**config.mk**
```make
export PLATFORM = sky130hd
export DESIGN_NAME = writeback_stage
export DESIGN_NICKNAME = d
export VERILOG_FILES = /design/src/rtl/writeback_stage_pkg.sv /design/src/rtl/writeback_stage_load_align.sv /design/src/rtl/writeback_stage.sv
export SDC_FILE = /design/constraint.sdc
export NUM_CORES = 1
export LEC_CHECK = 0
export ABC_CLOCK_PERIOD_IN_PS = 4900
export BUFFER_PORTS_ARGS = -buffer_cell sky130_fd_sc_hd__buf_2
export CAP_MARGIN = 20
export CORE_UTILIZATION = 45
export CTS_CLUSTER_SIZE = 16
export DETAILED_ROUTE_END_ITERATION = 10
export PLACE_DENSITY = 0.84
export SLEW_MARGIN = 20
export SYNTH_ARGS = -nofsm -noshare
export SYNTH_HDL_FRONTEND = slang
export SYNTH_HIERARCHICAL = 1
export SYNTH_SLANG_ARGS = --single-unit
export TNS_END_PERCENT = 100
```
**constraint.sdc**
```tcl
create_clock -name clock -period 4.9 [get_ports clock]
set_input_delay 0.49 -clock clock [delete_from_list [all_inputs] [get_ports clock]]
set_output_delay 0.49 -clock clock [all_outputs]
set_load 0.01 [all_outputs]
```
**src/rtl/writeback_stage_pkg.sv**
```systemverilog
// Shared encodings for the MEM/WB writeback stage: load sizes, arbiter states
// and the hardwired-zero register number.
package writeback_stage_pkg;

    localparam logic [1:0] LS_WORD = 2'b00;
    localparam logic [1:0] LS_HALF = 2'b01;
    localparam logic [1:0] LS_BYTE = 2'b10;

    localparam logic [4:0] REG_ZERO = 5'd0;

    typedef enum logic [1:0] {
        WB_IDLE  = 2'd0,
        WB_WAIT  = 2'd1,
        WB_FORCE = 2'd2
    } wb_state_e;

endpackage

```
**src/rtl/writeback_stage_load_align.sv**
```systemverilog
// Big-endian load extraction: picks the addressed half/byte, right-justifies
// it, sign- or zero-extends it, and flags misaligned accesses.
import writeback_stage_pkg::*;

module load_align (
    input  logic [0:31] data,
    input  logic [1:0]  addr_lo,
    input  logic [1:0]  size,
    input  logic        sign_ext,
    output logic [0:31] result,
    output logic        misalign
);

    logic [0:15] half_sel;
    logic [0:7]  byte_sel;

    always_comb begin
        half_sel = addr_lo[1] ? data[16:31] : data[0:15];
        case (addr_lo)
            2'd0:    byte_sel = data[0:7];
            2'd1:    byte_sel = data[8:15];
            2'd2:    byte_sel = data[16:23];
            default: byte_sel = data[24:31];
        endcase

        result   = data;
        misalign = 1'b0;
        case (size)
            LS_HALF: begin
                misalign = addr_lo[0];
                result   = {{16{sign_ext & half_sel[0]}}, half_sel};
            end
            LS_BYTE: begin
                result = {{24{sign_ext & byte_sel[0]}}, byte_sel};
            end
            // reserved size encoding behaves as a word load
            default: begin
                misalign = (addr_lo != 2'b00);
            end
        endcase
    end

endmodule

```
**src/rtl/writeback_stage.sv**
```systemverilog
// MEM/WB pipeline register with a single register-file write port shared
// between the pipeline and the multiply/divide unit, plus anti-starvation.
import writeback_stage_pkg::*;

module writeback_stage #(
    parameter int unsigned WAIT_LIMIT = 4
) (
    input  logic        clock,
    input  logic        reset,
    input  logic        mem_valid,
    input  logic        mem_reg_write,
    input  logic        mem_mem_to_reg,
    input  logic [4:0]  mem_dest,
    input  logic [0:31] mem_alu_result,
    input  logic [0:31] mem_load_data,
    input  logic [1:0]  mem_addr_lo,
    input  logic [1:0]  mem_load_size,
    input  logic        mem_load_signed,
    input  logic        flush,
    output logic        stall_mem,
    input  logic        md_valid,
    input  logic [4:0]  md_dest,
    input  logic [0:31] md_data,
    output logic        md_ready,
    output logic        wb_we,
    output logic [4:0]  wb_addr,
    output logic [0:31] wb_data,
    output logic        wb_misalign
);

    localparam logic [3:0] LIMIT = 4'(WAIT_LIMIT);

    wb_state_e   state, state_nxt;
    logic [3:0]  wait_cnt, wait_cnt_nxt;
    logic        pending;
    logic [0:31] load_val;
    logic        load_misalign;

    load_align u_load_align (
        .data     (mem_load_data),
        .addr_lo  (mem_addr_lo),
        .size     (mem_load_size),
        .sign_ext (mem_load_signed),
        .result   (load_val),
        .misalign (load_misalign)
    );

    assign pending = mem_valid & mem_reg_write & ~flush;

    always_comb begin
        state_nxt    = state;
        wait_cnt_nxt = wait_cnt;
        md_ready     = 1'b0;
        stall_mem    = 1'b0;
        case (state)
            WB_IDLE, WB_WAIT: begin
                md_ready = md_valid & ~pending;
                if (!md_valid || md_ready) begin
                    state_nxt    = WB_IDLE;
                    wait_cnt_nxt = '0;
                end else begin
                    wait_cnt_nxt = wait_cnt + 4'd1;
                    state_nxt    = (wait_cnt_nxt == LIMIT) ? WB_FORCE : WB_WAIT;
                end
            end
            WB_FORCE: begin
                stall_mem    = 1'b1;
                md_ready     = 1'b1;
                state_nxt    = WB_IDLE;
                wait_cnt_nxt = '0;
            end
            default: begin
                state_nxt    = WB_IDLE;
                wait_cnt_nxt = '0;
            end
        endcase
        // the handshake outputs are combinational, so reset must mask them directly
        if (reset) begin
            md_ready  = 1'b0;
            stall_mem = 1'b0;
        end
    end

    always_ff @(posedge clock) begin
        if (reset) begin
            state       <= WB_IDLE;
            wait_cnt    <= '0;
            wb_we       <= 1'b0;
            wb_addr     <= '0;
            wb_data     <= '0;
            wb_misalign <= 1'b0;
        end else begin
            state       <= state_nxt;
            wait_cnt    <= wait_cnt_nxt;
            wb_misalign <= 1'b0;
            if (md_ready) begin
                wb_we   <= (md_dest != REG_ZERO);
                wb_addr <= md_dest;
                wb_data <= md_data;
            end else if (pending) begin
                if (mem_mem_to_reg && load_misalign) begin
                    wb_we       <= 1'b0;
                    wb_misalign <= 1'b1;
                end else begin
                    wb_we   <= (mem_dest != REG_ZERO);
                    wb_addr <= mem_dest;
                    wb_data <= mem_mem_to_reg ? load_val : mem_alu_result;
                end
            end else begin
                wb_we <= 1'b0;
            end
        end
    end

endmodule
```
## After elaboration in Yosys (flattened, before gate mapping)

Index checks and enable logic that the tools add are counted.

| word-level totals | value |
|---|---|
| register bits | 45 |
| latch bits | 0 |
| memory bits (writable) | 0 |
| bits in read-only memories | 0 |
| input bits | 118 |
| word-level logic and storage cells | 56 |
| memories | 0 |

| operators by class | value |
|---|---|
| add/subtract/negate cells | 1 |
| multipliers | 0 |
| div/mod/pow operators | 0 |
| $lt $le $gt $ge | 0 |
| eq/ne operators | 8 |
| shifts and indexed selects | 0 |
| muxes and demuxes | 20 |
| bitwise gates (word level) | 8 |
| reductions and logical operators | 13 |

Operators with widths:

| cell | number |
|---|---|
| 2-to-1 mux 32 bit | 4 |
| one-hot mux 32 bit (2 select lines) | 1 |
| one-hot mux 8 bit (3 select lines) | 1 |
| 2-to-1 mux 16 bit | 1 |
| 2-to-1 mux 5 bit | 3 |
| nonzero test 5 bit | 2 |
| 2-to-1 mux 1 bit | 7 |
| equality test 2 x 1 -> 1 bit, second input constant | 3 |
| equality test 2 bit, second input constant | 3 |
| OR reduction 3 bit | 2 |
| AND 1 bit | 5 |
| adder 4 x 1 -> 4 bit, second input constant | 1 |
| equality test 4 x 3 -> 1 bit, second input constant | 1 |
| zero test 2 bit | 2 |
| one-hot mux 1 bit (2 select lines) | 2 |
| nonzero test 2 bit | 2 |
| NOT 1 bit | 3 |
| 2-to-1 mux 2 bit | 1 |
| inequality test 2 bit, second input constant | 1 |
| AND reduction 2 bit | 1 |
| OR reduction 2 bit | 1 |
| logical AND 1 bit | 1 |
| zero test 1 bit | 1 |
| logical OR 1 bit | 1 |

## Logic depth before layout (Yosys ltp)

Gate-level depths: netlist of run 1.

| depth | value |
|---|---|
| depth after elaboration | 8 |
| depth in mapped cells | 11 |

## Hierarchy

The synthesis of run 1 kept the hierarchy.

By module, submodules not included:

| module | times used | cells each | area each (sq um) | seq. area each (sq um) |
|---|---|---|---|---|
| writeback_stage | 1 | 282 | 2,371.0 | 900.9 |
| load_align | 1 | 123 | 863.3 | 0.0 |

## Least setup slack after synthesis of run 1

Ideal clock, no wire load.

| timing path | value |
|---|---|
| path kind | input -> register |
| start point | input mem_load_size[0] |
| end point | register wb_data[0] in the netlist's numbering |
| library setup time | 0.092 ns |
| data arrival time | 2.176 ns |
| slack | 2.632 ns |
| stages on the path | 11 |
| cells stage by stage | inv_1 -> ha_1 -> clkbuf_1 -> a21oi_1 -> nor2_1 -> nand2_1 -> nand2b_1 -> buf_2 -> buf_1 -> a211oi_1 -> o32ai_1 |

RTL lines:

| element | RTL line | text |
|---|---|---|
| from (decl) | writeback_stage.sv:17 | `input logic [1:0] mem_load_size,` |
| equality test 2 bit or equality test 2 x 1 -> 1 bit (tied branches) | writeback_stage_load_align.sv:28 | `case (size)` |
| one-hot mux 1 bit (2 select lines) (*) | writeback_stage_load_align.sv:28 |  |
| named net load_misalign | writeback_stage.sv:37 | `logic load_misalign;` |
| logical AND 1 bit (*) | writeback_stage.sv:101 | `if (mem_mem_to_reg && load_misalign) begin` |
| inequality test 2 bit (no source line) (*) | n/a |  |
| AND reduction 2 bit (no source line) (*) | n/a |  |
| to (signal assigned) | writeback_stage.sv:99 | `wb_data <= md_data;` |
| to (signal assigned) | writeback_stage.sv:107 | `wb_data <= mem_mem_to_reg ? load_val : mem_alu_result;` |
| to (decl) | writeback_stage.sv:27 | `output logic [0:31] wb_data,` |

Mark *: on every way through the listed nets, which the timed path passes. The rest lies on a longest branch. The select of a mux whose other input is x is not followed.
A chain may end at the register's enable or synchronous reset.

## Worst setup path after layout of run 1

| timing path | value |
|---|---|
| start point | input mem_load_size[0] |
| end point | register wb_data[19] in the netlist's numbering |

The elaborated chain is that of the path after synthesis.

==> impl_metrics.xml, run 1 <==
<?xml version="1.0" encoding="UTF-8"?>
<metrics>
  <group name="critical_path">
    <metric name="worst-path-max-fanout" unit="">42</metric>
    <metric name="crit_cells" unit="">11</metric>
    <metric name="setup.worst_path.end_class" unit="">register</metric>
    <metric name="timing.rr.end" unit="">wb_addr[3]</metric>
    <metric name="worst_setup_path_startpoint" unit="">mem_load_size[0]</metric>
    <metric name="critPathBufInv" unit="">4</metric>
    <metric name="cell_family_contributing_the_most_delay_on_the_critical_path" unit="">simple AND/OR/NAND/NOR gates</metric>
    <metric name="ff2ff_setup_slack" unit="ns">3.12</metric>
    <metric name="reg2reg_from" unit="">state[1]</metric>
    <metric name="setup.worst_path.start_class" unit="">input port</metric>
    <metric name="cp_data_required_time" unit="ns">5.09</metric>
    <metric name="cp_common_cell" unit="">sky130_fd_sc_hd__buf_4</metric>
    <metric name="critical_path.endpoint" unit="">wb_data[19]</metric>
    <metric name="critPathSlowestCell" unit="">sky130_fd_sc_hd__nand2b_1</metric>
    <metric name="max_stage_delay" unit="ns">0.59</metric>
    <metric name="r2r_cells" unit="">5</metric>
    <metric name="timing.critical_path.cells" unit="">buf_2, inv_1, ha_1, buf_4, a21oi_1, nor2_1, nand2_1, nand2b_1, buf_4, a211oi_1, o32ai_1</metric>
    <metric name="crit_type" unit="">input port to register</metric>
    <metric name="critical_path_arrival" unit="ns">2.99</metric>
  </group>
  <group name="synthesis">
    <metric name="yosys.area.top_type_share" unit="">0.279</metric>
    <metric name="synth_edf_count" unit="">0</metric>
    <metric name="synthesis.instances" unit="">405</metric>
    <metric name="yosys.area.top_type" unit="">sky130_fd_sc_hd__dfxtp_1</metric>
    <metric name="mappedNetlistArea" unit="sq um">3230</metric>
    <metric name="synth_most_common_cell" unit="">sky130_fd_sc_hd__nor2_1</metric>
    <metric name="ranking_of_synthesized_cells_by_area" unit="">sky130_fd_sc_hd__dfxtp_1, sky130_fd_sc_hd__o32ai_1, sky130_fd_sc_hd__a211oi_1</metric>
    <metric name="sequential_cell_area_fraction_in_the_yosys_report" unit="">0.279</metric>
    <metric name="syn_nets" unit="">526</metric>
    <metric name="synthDistinctLibCells" unit="">47</metric>
    <metric name="yosys_register_bits" unit="">45</metric>
    <metric name="synth-main-ff-cell" unit="">sky130_fd_sc_hd__dfxtp_1</metric>
    <metric name="synth-async-reset-ratio" unit="">0</metric>
    <metric name="synth_top_cells_by_count" unit="">sky130_fd_sc_hd__nor2_1, sky130_fd_sc_hd__dfxtp_1, sky130_fd_sc_hd__nand2_1</metric>
    <metric name="yosys_warnings" unit="">6</metric>
    <metric name="avg_inst_size_synth" unit="sq um">7.99</metric>
  </group>
  <group name="routing">
    <metric name="via_count" unit="">3659</metric>
    <metric name="route.detailed.vias_per_inst" unit="">5.77</metric>
    <metric name="wire_length_per_cell" unit="um">16.0</metric>
    <metric name="detailedRoute.firstIterationViolations" unit="">211</metric>
    <metric name="remaining_drc_errors" unit="">0</metric>
    <metric name="ant_nets" unit="">0</metric>
    <metric name="route.final.wire_length" unit="um">10200</metric>
    <metric name="drt_pass1_iterations" unit="">5</metric>
  </group>
  <group name="clock_tree">
    <metric name="cts.root.buffer_cell" unit="">sky130_fd_sc_hd__clkbuf_8</metric>
    <metric name="cts_resized" unit="">0</metric>
    <metric name="numClockSinks" unit="">45</metric>
    <metric name="cts_post_setup_buffers_inserted" unit="">0</metric>
    <metric name="clockBufferDepth" unit="">2</metric>
    <metric name="cts-hold-fix-buffers" unit="">0</metric>
    <metric name="cts_inserted_buffers" unit="">5</metric>
    <metric name="worstSkewPairLatency" unit="ns">0.29</metric>
    <metric name="worst_setup_hold_path_clk_slew" unit="ns">0.09</metric>
    <metric name="tritoncts" unit="">built</metric>
    <metric name="cts-htree-levels" unit="">2</metric>
  </group>
  <group name="sta">
    <metric name="layout_worst_path_cycle_share" unit="">0.571</metric>
    <metric name="finalWorstSetupSlack" unit="ns">2.10</metric>
    <metric name="max_clock_freq" unit="MHz">358</metric>
    <metric name="worst_pin_slew" unit="ns">1.01</metric>
    <metric name="finalHoldViolCount" unit="">0</metric>
    <metric name="finalMaxSlewViolations" unit="">0</metric>
    <metric name="relSlewSlack" unit="">0.327</metric>
    <metric name="clock_period_minus_final_worst_setup_slack" unit="ns">2.80</metric>
    <metric name="setup_violations" unit="">0</metric>
    <metric name="fin_setup_tns" unit="ns">0</metric>
    <metric name="grt_setup_unrepaired" unit="">false</metric>
    <metric name="clock_skew" unit="ns">0.00934</metric>
  </group>
  <group name="power">
    <metric name="p_comb_frac" unit="">0.306</metric>
    <metric name="ir_drop" unit="mV">0.101</metric>
    <metric name="power.share.switching" unit="">0.331</metric>
    <metric name="p_sw" unit="mW">0.307</metric>
    <metric name="power.leakage" unit="nW">1.84</metric>
    <metric name="power_frac_seq" unit="">0.434</metric>
    <metric name="clkPwrFrac" unit="">0.259</metric>
    <metric name="p_int" unit="mW">0.621</metric>
    <metric name="p_per_area" unit="nW/um^2">227</metric>
  </group>
  <group name="worst_hold_path">
    <metric name="hold_path_class" unit="">input port to register</metric>
  </group>
  <group name="grt">
    <metric name="grt_overflow_total" unit="">0</metric>
    <metric name="pin_count_of_the_biggest_net_entering_global_routing" unit="">66</metric>
    <metric name="grt_antenna_before_repair" unit="">0</metric>
    <metric name="grt_usage" unit="">0.266</metric>
    <metric name="grt_pass1_wl" unit="um">15800</metric>
    <metric name="first_global_vias" unit="">3412</metric>
  </group>
  <group name="place">
    <metric name="dp_hpwl" unit="um">7480</metric>
    <metric name="preCtsSetupSlack" unit="ns">1.80</metric>
    <metric name="placedCellCount" unit="">626</metric>
    <metric name="numPortBuffers" unit="">158</metric>
    <metric name="globalplace.congestion" unit="">0.908</metric>
  </group>
  <group name="floorplan">
    <metric name="floorplan.rows" unit="">30</metric>
    <metric name="die_boundary_width" unit="um">86.8</metric>
    <metric name="pin_count" unit="">159</metric>
    <metric name="core_area" unit="sq um">6870</metric>
    <metric name="design.die.area" unit="sq um">7530</metric>
    <metric name="fp.dieH" unit="um">86.8</metric>
    <metric name="floorplan.initialDensity" unit="">0.471</metric>
  </group>
  <group name="cells_and_area">
    <metric name="layout_cell_share_with_drive_strength_beyond_1" unit="">0.357</metric>
    <metric name="antenna_cells_inserted" unit="">0</metric>
    <metric name="final-instance-count-excl-fill" unit="">634</metric>
    <metric name="syn2layout_area_growth" unit="%">26.2</metric>
    <metric name="nets" unit="">658</metric>
    <metric name="fillers" unit="">658</metric>
    <metric name="utilization" unit="">0.594</metric>
  </group>
  <group name="job">
    <metric name="max_cap_violations" unit="">0</metric>
  </group>
  <group name="outcome">
    <metric name="outcome" unit="">finished, final reports clean</metric>
  </group>
</metrics>
[flip-flops by register name, summed over array words and instances (netlist names)]
name,count
state,2
wb_we,1
wb_misalign,1
wait_cnt,4
wb_addr,5
wb_data,32
[layout by cell type (no fill, tap or decap), types with 6 or more instances in the layout]
master and instances:
sky130_fd_sc_hd__buf_2 158, sky130_fd_sc_hd__nor2_1 47, sky130_fd_sc_hd__dfxtp_1 45, sky130_fd_sc_hd__nand2_1 41, sky130_fd_sc_hd__nand2b_1 34, sky130_fd_sc_hd__nor2b_1 33, sky130_fd_sc_hd__a211oi_1 33, sky130_fd_sc_hd__o32ai_1 32
sky130_fd_sc_hd__nand3_1 16, sky130_fd_sc_hd__inv_1 10, sky130_fd_sc_hd__a22oi_1 9, sky130_fd_sc_hd__mux2_2 6, sky130_fd_sc_hd__a32oi_1 6, sky130_fd_sc_hd__o211ai_1 6
[how the worst min path moves through the flow]
stage / from / endpoint / slack, ns / cells past startpoint
finish: mem_mem_to_reg / wb_misalign / 0.45 / 3
global route: md_data[20] / wb_data[20] / 0.45 / 3
CTS: mem_mem_to_reg / wb_misalign / 0.44 / 3
detailed placement: wait_cnt[0] / wait_cnt[0] / 0.44 / 1
global placement: wait_cnt[0] / wait_cnt[0] / 0.43 / 1
floorplan: wait_cnt[0] / wait_cnt[0] / 0.42 / 1
[kinds of logic (layout without fill, tap and decap cells)]
| logic type | after synthesis | count (layout) | synth area share |
|---|---|---|---|
| flip-flops | 45 | 45 | 0.279 |
| XOR/XNOR | 2 | 2 | 0.00542 |
| adder cells (fa/ha/maj) | 3 | 3 | 0.0116 |
| AND/OR/NAND/NOR | 186 | 186 | 0.304 |
| buffers and inverters | 49 | 182 | 0.0762 |
| AO/OA/AOI/OAI | 109 | 109 | 0.274 |
| multiplexers | 11 | 11 | 0.0503 |
[cell type report]
type                    count  area [sq um]  share of cell area
multi-input cells         311          2100               0.514
clock inverters             3          25.0             0.00613
well taps                  96           120              0.0294
clock buffers               5          68.8              0.0169
flip-flops and latches     45           901               0.221
inverters                  11          41.3              0.0101
repair buffers            163           828               0.203
[per-stage QoR]
step | hold slack [ns] | cell area (sq um) | power [mW]
after floorplan | 0.418 | 3230 | 0.583
after detailed placement | 0.444 | 3990 | 0.693
after global routing | 0.455 | 4080 | 0.978
final | 0.454 | 4080 | 0.928
after CTS | 0.443 | 4080 | 0.933
after global placement | 0.429 | 3990 | 0.686
[per-layer routing]
metal / GRT usage / wire length (um) / part of all wire
met5: 0 / 0 / 0
met2: 0.467 / 4950 / 0.49
met4: 0.0879 / 157 / 0.015
met3: 0.0257 / 666 / 0.066
met1: 0.340 / 4380 / 0.43
[power groups by stage]
stage | Sequential (mW) | Clock [mW] | Combinational, mW
2_1_floorplan | 0.422 | 0 | 0.160
3_3_place_gp | 0.411 | 0 | 0.275
3_5_place_dp | 0.412 | 0 | 0.281
4_1_cts | 0.403 | 0.248 | 0.282
5_1_grt | 0.406 | 0.262 | 0.311
6_report | 0.403 | 0.241 | 0.284
[worst register-to-register path, delay by kind of cell, from the launching register on]
family / cells / cell delay [ns]
AO/OA/AOI/OAI: 2 / 0.68
AND/OR/NAND/NOR: 2 / 0.26
buffers and inverters: 1 / 0.43
flip-flops: 1 / 0.32
Note: power is estimated with default switching activity, not from simulation.
==> run 2, diff against run 1 <==
--- a/config.mk
+++ b/config.mk
@@ -5,13 +5,14 @@
 export SDC_FILE = /design/constraint.sdc
 export NUM_CORES = 1
 export LEC_CHECK = 0
-export ABC_CLOCK_PERIOD_IN_PS = 4900
+export ABC_AREA = 1
+export ABC_CLOCK_PERIOD_IN_PS = 2530
 export BUFFER_PORTS_ARGS = -buffer_cell sky130_fd_sc_hd__buf_2
 export CAP_MARGIN = 20
 export CORE_UTILIZATION = 45
 export CTS_CLUSTER_SIZE = 16
 export DETAILED_ROUTE_END_ITERATION = 10
-export PLACE_DENSITY = 0.84
+export PLACE_DENSITY = 0.83
 export SLEW_MARGIN = 20
 export SYNTH_ARGS = -nofsm -noshare
 export SYNTH_HDL_FRONTEND = slang
==> constraint.sdc (replaced) <==
create_clock -name clock -period 2.53 [get_ports clock]
set_input_delay 0.253 -clock clock [delete_from_list [all_inputs] [get_ports clock]]
set_output_delay 0.253 -clock clock [all_outputs]
set_load 0.01 [all_outputs]
==> impl_metrics.xml, run 2 <==
<?xml version="1.0" encoding="UTF-8"?>
<metrics>
  <group name="synthesis">
    <metric name="ranking_of_synthesized_cells_by_area" unit="">sky130_fd_sc_hd__dfxtp_1, sky130_fd_sc_hd__nand2_1, sky130_fd_sc_hd__inv_1</metric>
    <metric name="yosys.area.top_type" unit="">sky130_fd_sc_hd__dfxtp_1</metric>
    <metric name="synth_edf_count" unit="">0</metric>
    <metric name="yosys_warnings" unit="">6</metric>
    <metric name="mappedNetlistArea" unit="sq um">3890</metric>
    <metric name="avg_inst_size_synth" unit="sq um">6.00</metric>
    <metric name="synth-async-reset-ratio" unit="">0</metric>
    <metric name="synthDistinctLibCells" unit="">33</metric>
    <metric name="syn_nets" unit="">769</metric>
    <metric name="synthesis.instances" unit="">648</metric>
    <metric name="yosys.area.top_type_share" unit="">0.232</metric>
    <metric name="yosys_register_bits" unit="">45</metric>
    <metric name="synth_most_common_cell" unit="">sky130_fd_sc_hd__nand2_1</metric>
    <metric name="sequential_cell_area_fraction_in_the_yosys_report" unit="">0.232</metric>
    <metric name="synth-main-ff-cell" unit="">sky130_fd_sc_hd__dfxtp_1</metric>
    <metric name="synth_top_cells_by_count" unit="">sky130_fd_sc_hd__nand2_1, sky130_fd_sc_hd__inv_1, sky130_fd_sc_hd__nor2_1</metric>
  </group>
  <group name="sta">
    <metric name="layout_worst_path_cycle_share" unit="">0.701</metric>
    <metric name="finalHoldViolCount" unit="">0</metric>
    <metric name="relSlewSlack" unit="">0.708</metric>
    <metric name="worst_pin_slew" unit="ns">0.438</metric>
    <metric name="grt_setup_unrepaired" unit="">false</metric>
    <metric name="setup_violations" unit="">0</metric>
    <metric name="finalWorstSetupSlack" unit="ns">0.756</metric>
    <metric name="fin_setup_tns" unit="ns">0</metric>
    <metric name="clock_period_minus_final_worst_setup_slack" unit="ns">1.77</metric>
    <metric name="finalMaxSlewViolations" unit="">0</metric>
    <metric name="clock_skew" unit="ns">0.00569</metric>
    <metric name="max_clock_freq" unit="MHz">564</metric>
  </group>
  <group name="cells_and_area">
    <metric name="layout_common_cells" unit="">sky130_fd_sc_hd__nand2_1, sky130_fd_sc_hd__buf_2, sky130_fd_sc_hd__inv_1, sky130_fd_sc_hd__nor2_1, sky130_fd_sc_hd__dfxtp_1</metric>
    <metric name="antenna_cells_inserted" unit="">0</metric>
    <metric name="biggestRegsByFlops" unit="">wb_data: 32 flops, wb_addr: 5 flops, wait_cnt: 4 flops</metric>
    <metric name="max_flop_register" unit="">wb_data</metric>
    <metric name="nets" unit="">905</metric>
    <metric name="syn2layout_area_growth" unit="%">21.7</metric>
    <metric name="mostFrequentLayoutCell" unit="">sky130_fd_sc_hd__nand2_1</metric>
    <metric name="layout_cell_share_with_drive_strength_beyond_1" unit="">0.309</metric>
    <metric name="largest_register_ffs" unit="">32</metric>
    <metric name="fillers" unit="">888</metric>
  </group>
  <group name="power">
    <metric name="power.leakage" unit="nW">2.78</metric>
    <metric name="ir_drop" unit="mV">0.237</metric>
    <metric name="p_per_area" unit="nW/um^2">409</metric>
    <metric name="design_power_total" unit="mW">1.94</metric>
  </group>
  <group name="clock_tree">
    <metric name="numClockSinks" unit="">45</metric>
    <metric name="cts_post_setup_buffers_inserted" unit="">0</metric>
    <metric name="cts_resized" unit="">0</metric>
    <metric name="cts-hold-fix-buffers" unit="">0</metric>
    <metric name="cts-htree-levels" unit="">2</metric>
    <metric name="clockBufferDepth" unit="">2</metric>
    <metric name="worst_setup_hold_path_clk_slew" unit="ns">0.09</metric>
    <metric name="cts_inserted_buffers" unit="">5</metric>
    <metric name="tritoncts" unit="">built</metric>
    <metric name="worstSkewPairLatency" unit="ns">0.29</metric>
    <metric name="cts.root.buffer_cell" unit="">sky130_fd_sc_hd__clkbuf_8</metric>
  </group>
  <group name="grt">
    <metric name="grt_overflow_total" unit="">0</metric>
    <metric name="grt_pass1_wl" unit="um">17400</metric>
    <metric name="grt_usage" unit="">0.242</metric>
    <metric name="first_global_vias" unit="">3831</metric>
    <metric name="pin_count_of_the_biggest_net_entering_global_routing" unit="">44</metric>
    <metric name="grt_antenna_before_repair" unit="">0</metric>
  </group>
  <group name="floorplan">
    <metric name="floorplan.initialDensity" unit="">0.469</metric>
    <metric name="pin_count" unit="">159</metric>
    <metric name="core_area" unit="sq um">8300</metric>
    <metric name="design.die.area" unit="sq um">9020</metric>
    <metric name="floorplan.rows" unit="">33</metric>
    <metric name="die_boundary_width" unit="um">95.0</metric>
    <metric name="fp.dieH" unit="um">95.0</metric>
  </group>
  <group name="worst_hold_path">
    <metric name="hold_path_class" unit="">input port to register</metric>
    <metric name="worst_hold_path.num_cells" unit="">5</metric>
  </group>
  <group name="critical_path">
    <metric name="setup.worst_path.start_class" unit="">input port</metric>
    <metric name="cp_data_required_time" unit="ns">2.72</metric>
    <metric name="crit_type" unit="">input port to register</metric>
    <metric name="r2r_cells" unit="">9</metric>
    <metric name="critical_path_arrival" unit="ns">1.96</metric>
    <metric name="setup.worst_path.end_class" unit="">register</metric>
    <metric name="worst-path-max-fanout" unit="">31</metric>
  </group>
  <group name="routing">
    <metric name="remaining_drc_errors" unit="">0</metric>
    <metric name="wire_length_per_cell" unit="um">12.1</metric>
    <metric name="ant_nets" unit="">0</metric>
    <metric name="route.detailed.vias_per_inst" unit="">4.84</metric>
    <metric name="drt_pass1_iterations" unit="">4</metric>
    <metric name="route.final.wire_length" unit="um">10700</metric>
    <metric name="via_count" unit="">4302</metric>
    <metric name="detailedRoute.firstIterationViolations" unit="">197</metric>
  </group>
  <group name="place">
    <metric name="globalplace.congestion" unit="">0.937</metric>
    <metric name="numPortBuffers" unit="">158</metric>
    <metric name="preCtsSetupSlack" unit="ns">0.478</metric>
    <metric name="dp_hpwl" unit="um">8330</metric>
  </group>
  <group name="job">
    <metric name="max_cap_violations" unit="">0</metric>
  </group>
  <group name="outcome">
    <metric name="outcome" unit="">finished, final reports clean</metric>
  </group>
</metrics>
[run 2: changes by cell type after synthesis, moves of 29 or more]
cell / change
sky130_fd_sc_hd__inv_1: +61
sky130_fd_sc_hd__o32ai_1: -32
sky130_fd_sc_hd__o21ai_1: +39
sky130_fd_sc_hd__nor2b_1: -33
sky130_fd_sc_hd__o21ai_0: +29
sky130_fd_sc_hd__nand2_1: +179
sky130_fd_sc_hd__nand2b_1: -34
sky130_fd_sc_hd__a211oi_1: -33
[run 2: power by group]
part	switching (mW)	internal, mW
registers	0.0219	0.758
logic	0.405	0.293
clock network	0.243	0.216
[run 2: per-layer routing]
metal | GRT usage | vias to the layer above | wire length [um] | share of wire
met3 | 0.0362 | 13 | 808 | 0.075
met2 | 0.398 | 177 | 4760 | 0.44
met1 | 0.328 | 1847 | 5010 | 0.47
met5 | 0 | - | 0 | 0
li1 | - | 2265 | - | -
met4 | 0.0644 | 0 | 155 | 0.014
[run 2: kinds of logic (layout without fill, tap and decap cells)]
logic type               Yosys count  count (layout)  share of synthesized area
AND/OR/NAND/NOR                  352             352                      0.430
XOR/XNOR                           2               2                    0.00450
buffers and inverters            135             271                      0.165
flip-flops                        45              45                      0.232
adder cells (fa/ha/maj)            3               3                    0.00965
AO/OA/AOI/OAI                    111             111                      0.159
[run 2: path summary, 6_finish.rpt]
| kind | endpoint | slack, ns | startpoint |
|---|---|---|---|
| max | wb_data[2] | 0.76 | mem_load_size[0] |
| min | wb_data[21] | 0.25 | md_data[21] |
| max reg2reg | wb_data[2] | 0.90 | state[1] |
| min reg2reg | wait_cnt[0] | 0.45 | wait_cnt[0] |
[run 2: layout make-up]
type | count | area, sq um | share of cell area
timing repair buffer | 169 | 911 | 0.192
clock inverter | 1 | 7.51 | 0.00158
tap | 105 | 131 | 0.0277
clock buffer | 6 | 82.6 | 0.0174
sequential | 45 | 901 | 0.190
inverter | 95 | 357 | 0.0753
multi-input combinational | 468 | 2350 | 0.496
[run 2: metrics by stage]
| step | instances | util | hold slack [ns] | cell area [sq um] |
|---|---|---|---|---|
| after floorplan | 648 | - | 0.418 | 3890 |
| after global routing | 889 | 0.571 | 0.254 | 4740 |
| after detailed placement | 882 | 0.560 | 0.439 | 4650 |
| after CTS | 889 | 0.571 | 0.239 | 4740 |
| final | 889 | 0.571 | 0.247 | 4740 |
| after global placement | 882 | 0.560 | 0.431 | 4650 |
[run 2: worst max-delay path: stages]
cell and delay (ns):
sky130_fd_sc_hd__buf_2 0.09, sky130_fd_sc_hd__inv_1 0.04, sky130_fd_sc_hd__ha_1 0.29, sky130_fd_sc_hd__buf_4 0.30
sky130_fd_sc_hd__nor2_1 0.14, sky130_fd_sc_hd__nand2_4 0.30, sky130_fd_sc_hd__nand2_1 0.09, sky130_fd_sc_hd__nand2_1 0.09
sky130_fd_sc_hd__o21ai_0 0.08, sky130_fd_sc_hd__o21ai_1 0.12, sky130_fd_sc_hd__nand2_1 0.07, sky130_fd_sc_hd__inv_1 0.05
sky130_fd_sc_hd__nor2_1 0.04
==> run 3, diff against run 2 <==
--- a/config.mk
+++ b/config.mk
@@ -6,13 +6,13 @@
 export NUM_CORES = 1
 export LEC_CHECK = 0
 export ABC_AREA = 1
-export ABC_CLOCK_PERIOD_IN_PS = 2530
+export ABC_CLOCK_PERIOD_IN_PS = 1900
 export BUFFER_PORTS_ARGS = -buffer_cell sky130_fd_sc_hd__buf_2
 export CAP_MARGIN = 20
 export CORE_UTILIZATION = 45
 export CTS_CLUSTER_SIZE = 16
 export DETAILED_ROUTE_END_ITERATION = 10
-export PLACE_DENSITY = 0.83
+export PLACE_DENSITY = 0.8
 export SLEW_MARGIN = 20
 export SYNTH_ARGS = -nofsm -noshare
 export SYNTH_HDL_FRONTEND = slang
==> constraint.sdc (replaced) <==
create_clock -name clock -period 1.9 [get_ports clock]
set_input_delay 0.19 -clock clock [delete_from_list [all_inputs] [get_ports clock]]
set_output_delay 0.19 -clock clock [all_outputs]
set_load 0.01 [all_outputs]
==> impl_metrics.xml, run 3 (same netlist as run 2, synthesis figures left out) <==
<?xml version="1.0" encoding="UTF-8"?>
<metrics>
  <group name="place">
    <metric name="dp_hpwl" unit="um">8770</metric>
    <metric name="dpl-instance-area" unit="sq um">4750</metric>
    <metric name="globalplace.congestion" unit="">0.974</metric>
    <metric name="placedCellCount" unit="">893</metric>
    <metric name="numPortBuffers" unit="">158</metric>
  </group>
  <group name="critical_path">
    <metric name="worst-path-max-fanout" unit="">19</metric>
    <metric name="max_stage_delay" unit="ns">0.35</metric>
    <metric name="timing.critical_path.cells" unit="">nor2_4, nand2_4, a21oi_4, buf_4, buf_2</metric>
    <metric name="setup.worst_path.end_class" unit="">output port</metric>
    <metric name="timing.rr.end" unit="">wb_data[22]</metric>
    <metric name="cp_data_required_time" unit="ns">1.71</metric>
    <metric name="critPathSlowestCell" unit="">sky130_fd_sc_hd__dfxtp_1</metric>
    <metric name="reg2reg_from" unit="">state[1]</metric>
    <metric name="r2r_cells" unit="">9</metric>
    <metric name="ff2ff_setup_slack" unit="ns">0.40</metric>
    <metric name="critPathBufInv" unit="">2</metric>
    <metric name="critical_path_arrival" unit="ns">1.44</metric>
    <metric name="crit_type" unit="">register to output port</metric>
    <metric name="setup.worst_path.start_class" unit="">register</metric>
    <metric name="cell_family_contributing_the_most_delay_on_the_critical_path" unit="">buffers and inverters</metric>
  </group>
  <group name="clock_tree">
    <metric name="numClockSinks" unit="">45</metric>
    <metric name="cts-hold-fix-buffers" unit="">0</metric>
    <metric name="cts_resized" unit="">0</metric>
    <metric name="cts.root.buffer_cell" unit="">sky130_fd_sc_hd__clkbuf_8</metric>
    <metric name="cts_inserted_buffers" unit="">5</metric>
    <metric name="clockBufferDepth" unit="">2</metric>
    <metric name="worst_setup_hold_path_clk_slew" unit="ns">0.09</metric>
    <metric name="cts_post_setup_buffers_inserted" unit="">0</metric>
    <metric name="tritoncts" unit="">built</metric>
    <metric name="worstSkewPairLatency" unit="ns">0.30</metric>
    <metric name="cts-htree-levels" unit="">2</metric>
  </group>
  <group name="power">
    <metric name="ir_drop" unit="mV">0.494</metric>
    <metric name="power.share.switching" unit="">0.337</metric>
    <metric name="p_sw" unit="mW">0.922</metric>
    <metric name="clkPwrFrac" unit="">0.270</metric>
    <metric name="p_comb_frac" unit="">0.351</metric>
    <metric name="power_frac_seq" unit="">0.379</metric>
    <metric name="design_power_total" unit="mW">2.74</metric>
    <metric name="power.leakage" unit="nW">2.86</metric>
    <metric name="p_int" unit="mW">1.82</metric>
    <metric name="p_per_area" unit="nW/um^2">563</metric>
  </group>
  <group name="cells_and_area">
    <metric name="max_flop_register" unit="">wb_data</metric>
    <metric name="biggestRegsByFlops" unit="">wb_data: 32 flops, wb_addr: 5 flops, wait_cnt: 4 flops</metric>
    <metric name="layout_cell_share_with_drive_strength_beyond_1" unit="">0.318</metric>
    <metric name="mostFrequentLayoutCell" unit="">sky130_fd_sc_hd__nand2_1</metric>
    <metric name="final-instance-count-excl-fill" unit="">901</metric>
    <metric name="finished_cell_area" unit="sq um">4870</metric>
    <metric name="syn2layout_area_growth" unit="%">25.0</metric>
    <metric name="nets" unit="">916</metric>
    <metric name="largest_register_ffs" unit="">32</metric>
    <metric name="antenna_cells_inserted" unit="">0</metric>
    <metric name="layout_common_cells" unit="">sky130_fd_sc_hd__nand2_1, sky130_fd_sc_hd__buf_2, sky130_fd_sc_hd__inv_1, sky130_fd_sc_hd__nor2_1, sky130_fd_sc_hd__dfxtp_1</metric>
    <metric name="fillers" unit="">837</metric>
  </group>
  <group name="grt">
    <metric name="first_global_vias" unit="">4056</metric>
    <metric name="grt_pass1_wl" unit="um">18000</metric>
    <metric name="pin_count_of_the_biggest_net_entering_global_routing" unit="">42</metric>
    <metric name="grt_overflow_total" unit="">0</metric>
    <metric name="grt_antenna_before_repair" unit="">0</metric>
    <metric name="grt_usage" unit="">0.252</metric>
  </group>
  <group name="worst_hold_path">
    <metric name="holdCritStartpoint" unit="">md_data[20]</metric>
    <metric name="holdPathEnd" unit="">wb_data[20]</metric>
    <metric name="worst_hold_path.num_cells" unit="">5</metric>
    <metric name="hold_path_class" unit="">input port to register</metric>
  </group>
  <group name="routing">
    <metric name="route.final.wire_length" unit="um">10900</metric>
    <metric name="ant_nets" unit="">0</metric>
    <metric name="wire_length_per_cell" unit="um">12.1</metric>
    <metric name="via_count" unit="">4439</metric>
    <metric name="route.detailed.vias_per_inst" unit="">4.93</metric>
    <metric name="drt_pass1_iterations" unit="">4</metric>
    <metric name="remaining_drc_errors" unit="">0</metric>
    <metric name="detailedRoute.firstIterationViolations" unit="">184</metric>
  </group>
  <group name="sta">
    <metric name="layout_worst_path_cycle_share" unit="">0.856</metric>
    <metric name="finalMaxSlewViolations" unit="">0</metric>
    <metric name="setup_violations" unit="">0</metric>
    <metric name="finalHoldViolCount" unit="">0</metric>
    <metric name="fin_setup_tns" unit="ns">0</metric>
    <metric name="relSlewSlack" unit="">0.727</metric>
    <metric name="worst_pin_slew" unit="ns">0.409</metric>
    <metric name="grt_setup_unrepaired" unit="">false</metric>
    <metric name="finalHoldWorstSlack" unit="ns">0.185</metric>
    <metric name="max_clock_freq" unit="MHz">615</metric>
    <metric name="clock_skew" unit="ns">0.00809</metric>
    <metric name="clock_period_minus_final_worst_setup_slack" unit="ns">1.63</metric>
  </group>
  <group name="floorplan">
    <metric name="core_area" unit="sq um">8300</metric>
    <metric name="fp.dieH" unit="um">95.0</metric>
    <metric name="floorplan.initialDensity" unit="">0.469</metric>
    <metric name="pin_count" unit="">159</metric>
    <metric name="floorplan.rows" unit="">33</metric>
    <metric name="die_boundary_width" unit="um">95.0</metric>
    <metric name="design.die.area" unit="sq um">9020</metric>
  </group>
  <group name="job">
    <metric name="max_cap_violations" unit="">0</metric>
  </group>
  <group name="outcome">
    <metric name="outcome" unit="">finished, final reports clean</metric>
  </group>
</metrics>
## run 3: power by group through the flow
stage               registers [mW]  clock network, mW  logic (mW)
detailed placement            1.06                  0       0.959
finish                        1.04              0.739       0.961
global route                  1.05              0.806        1.09
CTS                           1.04              0.753       0.962
floorplan                     1.09                  0       0.601
global placement              1.06                  0       0.949
## run 3: through the flow
stage           util  setup WS (ns)
6_report       0.586          0.274
5_1_grt        0.586          0.158
4_1_cts        0.586          0.252
3_5_place_dp   0.573         0.0663
3_3_place_gp   0.573          0.110
2_1_floorplan      -        0.00837
## run 3: worst register-to-register path, stage by stage, from the launching register on
cell,delay [ns]
sky130_fd_sc_hd__dfxtp_1,0.40
sky130_fd_sc_hd__nor2_4,0.07
sky130_fd_sc_hd__nand2_4,0.09
sky130_fd_sc_hd__nand2_4,0.09
sky130_fd_sc_hd__nand2_4,0.25
sky130_fd_sc_hd__buf_12,0.23
sky130_fd_sc_hd__o21ai_1,0.10
sky130_fd_sc_hd__nand2_1,0.06
sky130_fd_sc_hd__clkinv_1,0.05
sky130_fd_sc_hd__nor2_1,0.09
## run 3: worst max-delay path by stage
| stage | slack (ns) | end | cells after the start | from |
|---|---|---|---|---|
| 2_1_floorplan | 0.008 | wb_data[6] | 12 | mem_load_size[0] |
| 3_3_place_gp | 0.11 | wb_data[17] | 13 | mem_load_size[0] |
| 3_5_place_dp | 0.07 | wb_data[11] | 14 | mem_load_size[0] |
| 4_1_cts | 0.25 | md_ready | 5 | state[1] |
| 5_1_grt | 0.16 | wb_data[17] | 13 | mem_load_size[0] |
| 6_report | 0.27 | md_ready | 5 | state[1] |
## run 3: area by class of cell
class                           instances  area [sq um]  area share
Clock inverter                          2          38.8     0.00797
Sequential cell                        45           901       0.185
Clock buffer                            6          72.6      0.0149
Multi-Input combinational cell        468          2350       0.482
Timing Repair Buffer                  180          1020       0.209
Inverter                               95           357      0.0733
Tap cell                              105           131      0.0270
## run 3: layer usage
metal | up-vias | part of all wire | track usage
li1 | 2284 | - | -
met1 | 1950 | 0.46 | 0.339
met2 | 187 | 0.45 | 0.411
met3 | 18 | 0.077 | 0.0427
met4 | 0 | 0.019 | 0.0770
met5 | - | 0 | 0
